==> src/rtl/vga_write_arbiter.sv <==
// Two-requester arbiter for a single VGA frame-buffer write port.
// Round-robin on contention, bounded hold time, one dead cycle on every grant change.
module vga_write_arbiter #(
  parameter int unsigned X_W      = 8,
  parameter int unsigned Y_W      = 7,
  parameter int unsigned C_W      = 3,
  parameter int unsigned MAX_HOLD = 255
) (
  input  logic           clock,
  input  logic           reset,
  input  logic           req0,
  input  logic           plot0,
  input  logic [X_W-1:0] x0,
  input  logic [Y_W-1:0] y0,
  input  logic [C_W-1:0] c0,
  input  logic           req1,
  input  logic           plot1,
  input  logic [X_W-1:0] x1,
  input  logic [Y_W-1:0] y1,
  input  logic [C_W-1:0] c1,
  output logic           gnt0,
  output logic           gnt1,
  output logic [X_W-1:0] X,
  output logic [Y_W-1:0] Y,
  output logic [C_W-1:0] color,
  output logic           draw_enable,
  output logic           busy
);

  localparam int unsigned HOLD_W    = 8;
  localparam logic [HOLD_W-1:0] HOLD_LAST = HOLD_W'(MAX_HOLD - 1);
  localparam logic [HOLD_W-1:0] HOLD_SAT  = '1;

  typedef enum logic [1:0] {
    S_IDLE   = 2'd0,
    S_GRANT0 = 2'd1,
    S_GRANT1 = 2'd2,
    S_SWITCH = 2'd3
  } state_t;

  state_t              state, state_nxt;
  logic [HOLD_W-1:0]   hold_cnt, hold_nxt;
  logic                last_grant, last_nxt;

  // State, hold counter and round-robin pointer
  always_ff @(posedge clock or posedge reset) begin
    if (reset) begin
      state      <= S_IDLE;
      hold_cnt   <= '0;
      last_grant <= 1'b1;
    end else begin
      state      <= state_nxt;
      hold_cnt   <= hold_nxt;
      last_grant <= last_nxt;
    end
  end

  // Next-state logic
  always_comb begin
    state_nxt = state;
    hold_nxt  = hold_cnt;
    last_nxt  = last_grant;
    unique case (state)
      S_IDLE: begin
        if (req0 && req1)  state_nxt = last_grant ? S_GRANT0 : S_GRANT1;
        else if (req0)     state_nxt = S_GRANT0;
        else if (req1)     state_nxt = S_GRANT1;
      end
      S_GRANT0: begin
        if (req1 && hold_cnt != HOLD_SAT) hold_nxt = hold_cnt + HOLD_W'(1);
        if (!req0 || (req1 && hold_cnt == HOLD_LAST)) state_nxt = S_SWITCH;
      end
      S_GRANT1: begin
        if (req0 && hold_cnt != HOLD_SAT) hold_nxt = hold_cnt + HOLD_W'(1);
        if (!req1 || (req0 && hold_cnt == HOLD_LAST)) state_nxt = S_SWITCH;
      end
      S_SWITCH: begin
        // last_grant still names the requester that just released
        if (last_grant) begin
          if (req0)      state_nxt = S_GRANT0;
          else if (req1) state_nxt = S_GRANT1;
          else           state_nxt = S_IDLE;
        end else begin
          if (req1)      state_nxt = S_GRANT1;
          else if (req0) state_nxt = S_GRANT0;
          else           state_nxt = S_IDLE;
        end
      end
      default: state_nxt = S_IDLE;
    endcase

    if (state_nxt == S_GRANT0 && state != S_GRANT0) begin
      hold_nxt = '0;
      last_nxt = 1'b0;
    end else if (state_nxt == S_GRANT1 && state != S_GRANT1) begin
      hold_nxt = '0;
      last_nxt = 1'b1;
    end
  end

  // Grant/busy flops mirror the state register
  always_ff @(posedge clock or posedge reset) begin
    if (reset) begin
      gnt0 <= 1'b0;
      gnt1 <= 1'b0;
      busy <= 1'b0;
    end else begin
      gnt0 <= (state_nxt == S_GRANT0);
      gnt1 <= (state_nxt == S_GRANT1);
      busy <= (state_nxt != S_IDLE);
    end
  end

  // Pixel pipeline: one-cycle latency from granted plot to frame-buffer write
  always_ff @(posedge clock or posedge reset) begin
    if (reset) begin
      draw_enable <= 1'b0;
      X           <= '0;
      Y           <= '0;
      color       <= '0;
    end else begin
      draw_enable <= (gnt0 && plot0) || (gnt1 && plot1);
      if (gnt0 && plot0) begin
        X     <= x0;
        Y     <= y0;
        color <= c0;
      end else if (gnt1 && plot1) begin
        X     <= x1;
        Y     <= y1;
        color <= c1;
      end
    end
  end

endmodule

==> config.mk <==
export PLATFORM = sky130hd
export DESIGN_NAME = vga_write_arbiter
export DESIGN_NICKNAME = d
export VERILOG_FILES = /design/src/rtl/vga_write_arbiter.sv
export SDC_FILE = /design/constraint.sdc
export NUM_CORES = 1
export LEC_CHECK = 0
export ABC_AREA = 1
export CORE_MARGIN = 3
export CORE_UTILIZATION = 44
export DETAILED_ROUTE_END_ITERATION = 10
export PLACE_DENSITY = 0.86
export SKIP_CTS_REPAIR_TIMING = 1
export SYNTH_ARGS = -nofsm -noshare
export SYNTH_HDL_FRONTEND = slang
export SYNTH_SLANG_ARGS = --single-unit
==> constraint.sdc <==
create_clock -name clock -period 2.1 [get_ports clock]
set_input_delay 0.21 -clock clock [delete_from_list [all_inputs] [get_ports clock]]
set_output_delay 0.21 -clock clock [all_outputs]
set_load 0.005 [all_outputs]
==> results.toml <==
[layout]
mostFrequentLayoutCell = "clkdlybuf4s50_1"
finalNetCount = 324
drive_gt1_share_pct = 11.7
mostFrequentLayoutCells = "clkdlybuf4s50_1 (63), o21ai_0 (39), nor2_1 (37), dfrtp_1 (32), nand3_1 (22)"
fillerInstances = 318
area_growth_pct = 45.3
fin_cells = 329
antenna_cells = 0

[logic_synthesis]
synth_top_area_cell = "dfrtp_1"
synthCells = 213
ys.warnings.count = 0
synth.yosys.seq_area_share_pct = 48.4
synth-simple-area-share_pct = 27.2
synth-edff-count = 0
synth_compound_area_share_pct = 15.8
ys_ff_latch = 33
synth_top_family_by_area = "simple AND/OR/NAND/NOR gates"
synthesis.nets = 257
async_reset_ff_share_pct = 100
synth_flop_cell = "dfrtp_1"
synth_fa_ha_area_share_pct = 1.46
synth_top_area_share_pct = 46.9
synth_xor_area_share_pct = 0
synth.distinct_cells = 25
yosys-top-cells-area = "dfrtp_1 (47%), o21ai_0 (11%), nor2_1 (8.1%)"
synth_area_um2 = 1710
synth_area_per_cell_um2 = 8.02
synth_mux_area_share_pct = 0

[clocking]
cts.sinks = 33
cts_buffer_depth = 2
clk_pin_slew_ps = 60
cts_tree = "yes"
root_buffer = "clkbuf_8"
cts_made_buffers = 5
clkLatencyLatePin_ps = 270
cts_max_level = 2

[sta]
worst_slack_ps = 370
setup_violations = 0
final.min_clock_period_ps = 1730
hold_violations = 0
worstMarginPinSlew_ps = 531
rsz0062_at_grt = "false"
hold_slack_ps = 331
fin_tns_setup_ps = 0
relSlewSlack_pct = 64.5
max_clock_freq_mhz = 578
skew_ps = 3.82
slew_violations = 0
fin_crit_sh_pct = 82.4

[global_route]
grt_pass1_wl_mm = 6.68
first_global_vias = 1536
grt_overflow = 0
grt_usage_pct = 19.3
grt_start_max_net_pins = 34
antenna_found_initial = 0

[detailed_routing]
detail-route-antenna-nets = 0
vias = 1668
via_per_inst = 5.07
drc_errors = 0
drtPass1Iterations = 5
wl_mm = 4.41
wl_per_cell_um = 13.4
drt_iter0_markers = 154

[setup_path]
cp_data_required_time_ps = 2270
startpoint_type = "flop"
r2r_slack_ps = 370
worstPathMaxFanout = 6
worstPathArrival_ps = 1900
path_class = "flop to flop"
cp-end-kind = "flop"

[floorplanning]
initial_core_util_pct = 46.0
num_rows = 22
ios = 64
die_h_um = 68.3
core_area_um2 = 3720
dieArea_um2 = 4670
die_x_um = 68.3

[placement]
dp_cells = 321
io_buffers = 63
gp_congestion = 0.884
dp_slack_ps = 306
place_hpwl_mm = 3.29

[power_and_ir_drop]
leakage_nw = 1.08
power.density_nw_per_um2 = 1190
total_power_w = 0.00296
ir_worst_vdd_mv = 0.739

[flow_run]
drv_cap = 0

[status]
status = "finished clean"

[min_path]
hold_path_class = "input pin to async pin"
==> cells in the mapped netlist (4+ instances only) <==
master and number:
inv_2 5, nand2_1 18, nor2_1 37, nor3_1 6, inv_1 19, nand3_2 4
dfrtp_1 32, nand2_2 5, nand3_1 22, o21ai_0 39, clkbuf_1 5
==> cells by family (layout without fill, tap and decap cells) <==
family / Yosys count / after routing
and+or+nand+nor: 97 / 97
AOI/OAI and AO/OA: 49 / 49
DFF: 33 / 33
buffers and inverters: 32 / 100
adders and majority gates: 2 / 2
==> worst max-delay path, stage by stage, from the launching register on <==
cell     delay [ps]
dfrtp_1         420
inv_1            90
ha_1            150
inv_1            50
nor2_2          180
nand3_2         120
a21oi_2         200
nand3_2         110
nand2_2         140
inv_2            60
nand2_1          50
nor2_1           40
==> power breakdown <==
part           switching (W)  internal, W  leakage [nW]
combinational       0.000760     0.000711         0.619
clock               0.000213     0.000229        0.0450
sequential          0.000150     0.000900         0.413
==> area by class of cell <==
cell class	instances	area, um^2	area share (%)
Tap cell	48	60.1	2.42
Inverter	25	93.8	3.78
Timing Repair Buffer	67	661	26.6
Clock buffer	6	72.6	2.92
Clock inverter	2	10.0	0.403
Multi-Input combinational cell	148	759	30.6
Sequential cell	33	827	33.3
==> sequential cells by signal (all words and copies together) (netlist names) <==
register	cells
state	2
hold_cnt	8
last_grant	1
Y	7
draw_enable	1
busy	1
color	3
X	8
gnt1	1
gnt0	1
==> metrics by stage <==
| stage | util, % | instance area [um^2] |
|---|---|---|
| after floorplan | - | 1710 |
| after global placement | 64.6 | 2400 |
| after detailed placement | 64.6 | 2400 |
| after CTS | 66.8 | 2480 |
| after global routing | 66.8 | 2480 |
| final | 66.8 | 2480 |
==> path summary, 6_finish.rpt <==
kind,start,to,cells past startpoint
max in group asynchronous,reset,last_grant$_DFFE_PP1P_,3
setup reg to reg,hold_cnt[0]$_DFFE_PP0P_,hold_cnt[5]$_DFFE_PP0P_,11
setup / recovery,hold_cnt[0]$_DFFE_PP0P_,hold_cnt[5]$_DFFE_PP0P_,11
hold reg to reg,X[4]$_DFFE_PP0P_,X[4]$_DFFE_PP0P_,2
hold / removal,reset,X[6]$_DFFE_PP0P_,3
min in group clock,X[4]$_DFFE_PP0P_,X[4]$_DFFE_PP0P_,2
==> metal layers <==
layer / vias to the layer above / routed length, um / GRT usage (%)
met4: 0 / 32 / 6.95
met2: 75 / 2000 / 32.3
met3: 4 / 518 / 6.73
met5: - / 0 / 0
met1: 757 / 1850 / 22.9
li1: 832 / - / -
(Power assumes the default switching activity.)
